--- config.mk ---
export PLATFORM = sky130hd
export DESIGN_NAME = synch_gate_fifo
export DESIGN_NICKNAME = d
export VERILOG_FILES = /design/src/rtl/synch_gate_fifo_pkg.sv /design/src/rtl/sync_fifo.sv /design/src/rtl/synch_gate_fifo.sv
export SDC_FILE = /design/constraint.sdc
export NUM_CORES = 1
export LEC_CHECK = 0
export ABC_AREA = 1
export ABC_CLOCK_PERIOD_IN_PS = 2700
export CAP_MARGIN = 10
export CORE_UTILIZATION = 55
export DETAILED_ROUTE_END_ITERATION = 10
export GPL_TIMING_DRIVEN = 1
export PLACE_DENSITY_LB_ADDON = 0.12
export REMOVE_ABC_BUFFERS = 1
export SLEW_MARGIN = 30
export SYNTH_ARGS = -nofsm -noshare
export SYNTH_HDL_FRONTEND = slang
export SYNTH_SLANG_ARGS = --single-unit
--- constraint.sdc ---
create_clock -name clk -period 2.7 [get_ports clk]
set_input_delay 0.27 -clock clk [delete_from_list [all_inputs] [get_ports clk]]
set_output_delay 0.27 -clock clk [all_outputs]
set_load 0.01 [all_outputs]
--- src/rtl/synch_gate_fifo_pkg.sv ---
// Shared types and width helper for the post-synchronisation gate.
package synch_gate_fifo_pkg;

  typedef enum logic [2:0] {
    ST_IDLE,
    ST_SYNC,
    ST_PASS,
    ST_DRAIN,
    ST_WAIT_END
  } state_t;

  // Bits needed to index n entries (0..n-1); never less than 1.
  function automatic int unsigned cw(input int unsigned n);
    int unsigned w;
    w = 1;
    for (int unsigned i = 1; i < 32; i++) begin
      if ((32'd1 << i) < n) w = i + 1;
    end
    return w;
  endfunction

endpackage

--- src/rtl/sync_fifo.sv ---
// DW x DEPTH synchronous FIFO with a registered show-ahead output stage.
module sync_fifo
  import synch_gate_fifo_pkg::*;
#(
  parameter int unsigned DW    = 32,
  parameter int unsigned DEPTH = 16
) (
  input  logic              clk,
  input  logic              rst,
  input  logic              push,
  input  logic [DW-1:0]     din,
  input  logic              pop,
  output logic [DW-1:0]     dout,
  output logic              valid,
  output logic              full,
  output logic              empty,
  output logic [cw(DEPTH):0] fill
);

  localparam int unsigned AW = cw(DEPTH);

  logic [DW-1:0] mem [DEPTH];
  logic [AW-1:0] wr_ptr, rd_ptr;
  logic [AW:0]   count;
  logic          load, bypass, wr_en, rd_en;

  assign full  = (count == (AW+1)'(DEPTH));
  assign empty = (count == '0);
  assign fill  = count;

  // Output register reloads when empty or being consumed; an empty store
  // lets a push go straight into it, giving one-cycle latency.
  assign load   = ~valid | pop;
  assign rd_en  = load & ~empty;
  assign bypass = load & empty & push;
  assign wr_en  = push & ~bypass;

  always_ff @(posedge clk) begin
    if (wr_en) mem[wr_ptr] <= din;
  end

  always_ff @(posedge clk) begin
    if (rst) begin
      wr_ptr <= '0;
      rd_ptr <= '0;
      count  <= '0;
      valid  <= 1'b0;
      dout   <= '0;
    end else begin
      if (wr_en) wr_ptr <= wr_ptr + AW'(1);
      if (rd_en) rd_ptr <= rd_ptr + AW'(1);
      case ({wr_en, rd_en})
        2'b10:   count <= count + (AW+1)'(1);
        2'b01:   count <= count - (AW+1)'(1);
        default: count <= count;
      endcase
      if (load) begin
        if (rd_en) begin
          dout  <= mem[rd_ptr];
          valid <= 1'b1;
        end else if (push) begin
          dout  <= din;
          valid <= 1'b1;
        end else begin
          dout  <= '0;
          valid <= 1'b0;
        end
      end
    end
  end

endmodule

--- src/rtl/synch_gate_fifo.sv ---
// Post-synchronisation gate: requests time sync per burst, discards until sync,
// then forwards samples through a small FIFO with watchdog and frame re-sync.
module synch_gate_fifo
  import synch_gate_fifo_pkg::*;
#(
  parameter int unsigned DW           = 32,
  parameter int unsigned DEPTH        = 16,
  parameter int unsigned FRAME_LEN    = 0,
  parameter int unsigned SYNC_TIMEOUT = 4096
) (
  input  logic               clk,
  input  logic               rst,
  input  logic [DW-1:0]      dat_in,
  input  logic               cyc_i,
  input  logic               stb_i,
  output logic               ack_o,
  output logic               time_syn_run,
  input  logic               time_syn_done,
  output logic [DW-1:0]      dat_out,
  output logic               cyc_o,
  output logic               stb_o,
  output logic               we_o,
  input  logic               ack_i,
  output logic               sync_timeout,
  output logic [cw(DEPTH):0] fill
);

  localparam int unsigned FW = cw(FRAME_LEN + 1);
  localparam int unsigned TW = cw(SYNC_TIMEOUT + 1);

  state_t        state, state_nxt;
  logic          cyc_i_d, cyc_rise, pending, resync;
  logic [TW-1:0] wd_cnt;
  logic [FW-1:0] frame_cnt;
  logic          push, full, empty, busy, frame_done, wd_expire;

  assign cyc_rise   = cyc_i & ~cyc_i_d;
  assign push       = (state == ST_PASS) & ack_o;
  assign busy       = stb_o | ~empty;
  assign frame_done = (FRAME_LEN != 0) && push && (frame_cnt == FW'(FRAME_LEN - 1));
  assign wd_expire  = (SYNC_TIMEOUT != 0) && (wd_cnt == TW'(SYNC_TIMEOUT - 1));
  assign we_o       = stb_o;
  assign cyc_o      = busy | (state == ST_PASS) | ((state == ST_SYNC) & resync & cyc_i);

  sync_fifo #(.DW(DW), .DEPTH(DEPTH)) u_fifo (
    .clk   (clk),
    .rst   (rst),
    .push  (push),
    .din   (dat_in),
    .pop   (ack_i),
    .dout  (dat_out),
    .valid (stb_o),
    .full  (full),
    .empty (empty),
    .fill  (fill)
  );

  // A burst ending while buffered samples remain (only possible after a
  // re-sync) goes through DRAIN so nothing already accepted is lost.
  always_comb begin
    state_nxt    = state;
    ack_o        = 1'b0;
    time_syn_run = 1'b0;
    sync_timeout = 1'b0;
    case (state)
      ST_IDLE: begin
        if (cyc_rise | pending) state_nxt = ST_SYNC;
      end
      ST_SYNC: begin
        time_syn_run = 1'b1;
        ack_o        = cyc_i & stb_i;
        if (!cyc_i) begin
          state_nxt = busy ? ST_DRAIN : ST_IDLE;
        end else if (time_syn_done) begin
          state_nxt = ST_PASS;
        end else if (wd_expire) begin
          sync_timeout = 1'b1;
          state_nxt    = ST_WAIT_END;
        end
      end
      ST_PASS: begin
        ack_o = cyc_i & stb_i & ~full;
        if (!cyc_i)          state_nxt = ST_DRAIN;
        else if (frame_done) state_nxt = ST_SYNC;
      end
      ST_DRAIN: begin
        if (!busy) state_nxt = ST_IDLE;
      end
      ST_WAIT_END: begin
        ack_o = cyc_i & stb_i;
        if (!cyc_i) state_nxt = busy ? ST_DRAIN : ST_IDLE;
      end
      default: state_nxt = ST_IDLE;
    endcase
  end

  always_ff @(posedge clk) begin
    if (rst) begin
      state     <= ST_IDLE;
      cyc_i_d   <= 1'b0;
      pending   <= 1'b0;
      resync    <= 1'b0;
      wd_cnt    <= '0;
      frame_cnt <= '0;
    end else begin
      state   <= state_nxt;
      cyc_i_d <= cyc_i;
      wd_cnt  <= (state == ST_SYNC) ? wd_cnt + TW'(1) : '0;
      if (state == ST_SYNC && state_nxt == ST_PASS) frame_cnt <= '0;
      else if (push)                                frame_cnt <= frame_cnt + FW'(1);
      if (state == ST_PASS && state_nxt == ST_SYNC) resync <= 1'b1;
      else if (state == ST_IDLE)                    resync <= 1'b0;
      if (state == ST_DRAIN && cyc_rise) pending <= 1'b1;
      else if (state == ST_IDLE)         pending <= 1'b0;
    end
  end

endmodule

==> results of run 1 <==
flip-flops by register name (all words and copies together) (netlist names), named ones only:
signal and cells:
u_fifo.mem 512, u_fifo.dout 32, wd_cnt 13, u_fifo.fill 5
u_fifo.rd_ptr 4, u_fifo.wr_ptr 4, state 3, cyc_i_d 1
pending 1, resync 1, u_fifo.valid 1
placed cells by master, fill, tap and decap left out, types with 3 or more instances in the layout:
cell type and count:
a21oi_1 75, a21oi_2 8, buf_12 26, buf_4 50, clkbuf_1 14, clkbuf_16 60, clkbuf_4 3, clkbuf_8 8
clkdlybuf4s50_1 78, clkinv_1 8, clkinv_2 7, clkinvlp_4 3, dfxtp_1 65, edfxtp_1 512, ha_1 9, inv_1 426
inv_2 4, inv_6 4, nand2_1 802, nand3_1 387, nand4_1 3, nor2_1 48, nor2_4 18, nor2_8 3
nor3_1 4, o21ai_0 33, xor2_1 6
worst max path at each step:
| stage | end | slack, ns | cells after the start |
|---|---|---|---|
| finish | cyc_o | 0.12 | 6 |
| global route | cyc_o | 0.01 | 6 |
| CTS | cyc_o | 0.004 | 6 |
| detailed placement | u_fifo.fill[4] | 0.24 | 16 |
| global placement | u_fifo.fill[4] | 0.22 | 16 |
| floorplan | u_fifo.dout[30] | -6.62 | 8 |
routing by layer:
metal | share of wire, % | vias to the layer above | global-route usage [%]
met5 | 0 | - | 0
met1 | 41 | 8292 | 35.9
met2 | 49 | 620 | 45.8
met3 | 6.2 | 132 | 3.85
li1 | - | 8411 | -
met4 | 3.5 | 0 | 10.4
critical path, stage by stage, from the launching register on:
cell,delay (ns)
dfxtp_1,0.36
nor2_2,0.16
nand3_2,0.18
buf_6,0.23
nor2_1,0.17
nand3_1,0.10
clkdlybuf4s50_1,0.49
power breakdown:
group / switching [uW] / internal, uW
registers: 296 / 10100
logic: 4660 / 2440
clock network: 3310 / 4410
total: 8260 / 16900
repair_timing:
action	in CTS	in global routing
hold buffers	0	0
cloned	0	0
endpoints found under the setup margin	1	2
buffers inserted	0	0
gates resized for setup	3	4
through the flow:
stage / worst slack [ns] / instances / hold slack [ns] / utilization, % / setup TNS (ns)
after floorplan: -6.62 / 2423 / 0.332 / - / -428.69
after global placement: 0.216 / 3173 / 0.429 / 60.8 / 0
after detailed placement: 0.236 / 3173 / 0.439 / 60.8 / 0
after CTS: 0.00397 / 3280 / 0.191 / 65.0 / 0
after global routing: 0.00982 / 3280 / 0.210 / 65.0 / 0
final: 0.121 / 3280 / 0.213 / 65.0 / 0
final cells by class:
class | count | area, um^2
Multi-Input combinational cell | 1410 | 6320
Tap cell | 592 | 741
Fill cell | 3548 | 15600
Clock buffer | 85 | 1690
Timing Repair Buffer | 158 | 1710
Sequential cell | 581 | 16800
Clock inverter | 22 | 144
Inverter | 432 | 1630
logic make-up (layout without fill, tap and decap cells):
| group | after synthesis | count (layout) | share of synthesized area, % |
|---|---|---|---|
| AND/OR/NAND/NOR | 1277 | 1277 | 21.4 |
| flip-flops | 581 | 581 | 66.7 |
| buffers and inverters | 555 | 697 | 8.76 |
| AO/OA/AOI/OAI | 117 | 117 | 2.46 |
| adder cells (fa/ha/maj) | 9 | 9 | 0.448 |
| XOR/XNOR | 7 | 7 | 0.244 |
==> flow_summary.yaml, run 1 <==
synthesis:
  netlist.area_leader.share_pct: 61.2
  synth_edf_count: 512
  ys_types: 30
  ys_seq_area_share_pct: 66.7
  syn-cell-area_um2: 25100
  ys_top_cells_by_count: "nand2_1 (802), edfxtp_1 (512), inv_1 (427)"
  synth_top_cell_by_area: "edfxtp_1"
  synthCells: 2546
  synth_flop_cell: "edfxtp_1"
  synth_warnings: 0
  yosysMostFrequentCell: "nand2_1"
  synthArstFlopShare_pct: 0
  yosys-top-cells-area: "edfxtp_1 (61%), nand2_1 (12%), nand3_1 (7.7%)"
  synth_seq_cells: 581
  synth.avg_cell_area_um2: 9.87
placed_design:
  hpwl_mm: 36.8
  io_buffers: 80
  placedInstanceArea_um2: 27100
  gp_congestion: 0.867
cts:
  cts_buffer_depth: 3
  cts_buffers: 59
  clock_latency_ns: 0.62
  cts_tree: "built"
  clk_pin_slew_ns: 0.06
  cts_max_level: 2
  clock_sinks: 581
  root_buffer: "clkbuf_16"
detailed_routing:
  post_drt_wl_per_cell_um: 19.0
  vias: 17500
  drcViolationCount: 0
  drt_iter0_markers: 1670
  first_pass_iters: 7
  avgViaCountPerCell: 5.32
  wl_mm: 62.2
  antenna_left: 0
floorplan:
  core-area_um2: 44600
  start_util_pct: 56.4
  core.rowCount: 77
  chipHeight_um: 216
  die_area_um2: 46600
  die_x_um: 216
  ios: 81
timing:
  finalMaxSlewViolations: 0
  fmax_mhz: 388
  report.final.setup_viol: 0
  fin_crit_ns: 2.58
  worst_pin_slew_ns: 0.869
  rsz0062_at_grt: "false"
  relSlewSlack_pct: 41.9
  hold_viol_final: 0
  period_share_pct: 95.5
  finClkSkew_ns: 0.0169
grt:
  grt_start_max_net_pins: 80
  overflow: 0
  grt_pass1_wl_mm: 96.4
  antenna_found_initial: 0
  track_usage_pct: 27.2
  grt_pass1_vias: 16800
worst_setup_path:
  crit_fanout: 18
  r2r-start: "u_fifo.fill[2]"
  required_ns: 2.43
  worstRegToRegCells: 15
  critPathKind: "reg2out"
  critPathLaunchType: "flip-flop"
  critPathLaunch: "u_fifo.fill[2]"
  cp.arrival_ns: 2.31
  r2r-end: "u_fifo.fill[4]"
  cp-end-kind: "output pin"
  r2r_slack_ns: 0.42
power:
  power_density_nw_per_um2: 868
  leakage_uw: 0.0121
  vdd_ir_drop_max_uv: 558
  p_total_uw: 25200
cells_and_area:
  area_growth_pct: 15.4
  drive_gt1_share_pct: 7.89
  antenna_cells: 0
  final_area_um2: 29000
  nets: 2689
outcome:
  status: "finished clean"
min_path:
  holdPathStages: 3
  min_from: "rst"
  hold_path_class: "in2reg"
  min_to: "resync"
job:
  maxCapViolations: 0
(Power assumes the default switching activity.)
==> inputs of run 2 (changes only) <==
--- a/config.mk
+++ b/config.mk
@@ -11,7 +11,7 @@
 export CORE_UTILIZATION = 55
 export DETAILED_ROUTE_END_ITERATION = 10
 export GPL_TIMING_DRIVEN = 1
-export PLACE_DENSITY_LB_ADDON = 0.12
+export PLACE_DENSITY = 0.75
 export REMOVE_ABC_BUFFERS = 1
 export SLEW_MARGIN = 30
 export SYNTH_ARGS = -nofsm -noshare
==> run 2 against run 1 <==
Effect of this change:
- register-to-register slack got worse by 0.09 ns
- clock skew increased by 0.0017 ns
- power rose by 0.49%
- utilization fell by 0.35 points
- flip-flop and latch count unchanged
- sequential power barely moved
- clock-buffer cell count is 3 lower
- routed wire length hardly changed
- final cell count down 0.21%
==> flow_summary.yaml, run 2 (synthesized netlist as in run 1, its figures left out) <==
worst_setup_path:
  required_ns: 2.43
  cp-end-kind: "output pin"
  crit_fanout: 19
  worstRegToRegCells: 15
  critPathKind: "reg2out"
  cp.arrival_ns: 2.29
  critPathLaunchType: "flip-flop"
placed_design:
  placedInstanceArea_um2: 26900
  gp_congestion: 0.877
  dp_cells: 3164
  io_buffers: 80
  hpwl_mm: 34.9
job:
  maxCapViolations: 0
timing:
  period_share_pct: 94.8
  rsz0062_at_grt: "false"
  fin_tns_setup_ns: 0
  fmax_mhz: 391
  hold_viol_final: 0
  worst_pin_slew_ns: 0.997
  relSlewSlack_pct: 33.5
  finClkSkew_ns: 0.0186
  fin_crit_ns: 2.56
  finalMaxSlewViolations: 0
  report.final.setup_viol: 0
cells_and_area:
  layout_common_cells: "nand2_1 (802), edfxtp_1 (512), inv_1 (426)"
  nets: 2679
  largest_reg_flops: 512
  final_area_um2: 28800
  area_growth_pct: 14.7
  largest-register: "u_fifo.mem"
  antenna_cells: 0
  utilization_pct: 64.7
  drive_gt1_share_pct: 7.61
  top_regs: "u_fifo.mem (512), u_fifo.dout (32), wd_cnt (13)"
  stdcell_count: 3273
  final_common_cell: "nand2_1"
  fillers: 3430
grt:
  track_usage_pct: 26.9
  grt_start_max_net_pins: 147
  grt_pass1_wl_mm: 96.6
  overflow: 0
  grt_pass1_vias: 18000
  antenna_found_initial: 0
cts:
  cts_buffer_depth: 3
  postCtsHoldBufs: 0
  cts_setup_buffers: 0
  clk_pin_slew_ns: 0.07
  cts_buffers: 58
  clock_latency_ns: 0.63
  clock_sinks: 581
  cts_max_level: 2
  cts_tree: "built"
  root_buffer: "clkbuf_16"
power:
  power_density_nw_per_um2: 877
  vdd_ir_drop_max_uv: 748
  p_total_uw: 25300
  leakage_uw: 0.0121
floorplan:
  start_util_pct: 56.4
  core.rowCount: 77
  core-area_um2: 44600
  chipHeight_um: 216
  die_area_um2: 46600
  ios: 81
  die_x_um: 216
detailed_routing:
  wl_mm: 62.2
  avgViaCountPerCell: 5.45
  vias: 17800
  first_pass_iters: 6
  antenna_left: 0
  drt_iter0_markers: 1653
  drcViolationCount: 0
  post_drt_wl_per_cell_um: 19.0
min_path:
  hold_path_class: "in2reg"
  holdPathStages: 3
outcome:
  status: "finished clean"
run 2: cell count changes in the layout (fill, tap and decap cells not counted), moves of 2 or more:
| cell | delta |
|---|---|
| clkinvlp_4 | +2 |
| bufinv_16 | +3 |
| clkinv_2 | +2 |
| clkbuf_4 | -3 |
| buf_12 | -12 |
| clkinv_1 | -2 |
| buf_4 | +4 |
| clkbuf_1 | +2 |
| inv_6 | -2 |
run 2: final cells by class:
type | count | area, um^2 | share of cell area (%)
clock inverter | 27 | 265 | 0.920
inverter | 432 | 1630 | 5.65
multi-input combinational | 1410 | 6310 | 21.9
tap | 592 | 741 | 2.57
sequential | 581 | 16800 | 58.1
timing repair buffer | 149 | 1490 | 5.17
clock buffer | 82 | 1630 | 5.66
run 2: power breakdown:
part           switching, uW  leakage (uW)  internal, uW
sequential               251       0.00517         10100
combinational           4650       0.00600          2330
clock                   3380      0.000919          4610
total                   8290        0.0121         17000
run 2: stage by stage:
stage / worst slack, ns / hold slack, ns
global placement: 0.172 / 0.430
CTS: 0.0214 / 0.154
floorplan: -6.62 / 0.332
finish: 0.142 / 0.178
detailed placement: 0.214 / 0.440
global route: 0.0129 / 0.196
run 2: worst paths after layout:
kind,startpoint,end,slack (ns)
worst max-delay path,u_fifo.fill[0],ack_o,0.14
worst min register to register,wd_cnt[0],wd_cnt[0],0.46
worst min-delay path,rst,resync,0.18
worst max register to register,u_fifo.fill[0],u_fifo.fill[4],0.33
run 2: repair_timing:
| action | CTS | global route |
|---|---|---|
| setup endpoints to repair | 1 | 1 |
| gates resized for setup | 3 | 2 |
| pin swaps | 0 | 0 |
run 2: worst max-delay path, stage by stage (launching register included):
cell	delay (ns)
dfxtp_1	0.36
nor2_1	0.19
nand3_1	0.12
nand3_2	0.15
buf_6	0.27
nand2_1	0.09
clkdlybuf4s50_1	0.48
run 2: routing by layer:
layer	GRT usage (%)	vias up	share of wire (%)	wire length [um]
met5	0	-	0	0
met4	12.8	0	4.1	2570
met3	3.59	161	7.1	4450
met2	47.3	790	51	31500
met1	32.8	8494	38	23700
li1	-	8386	-	-
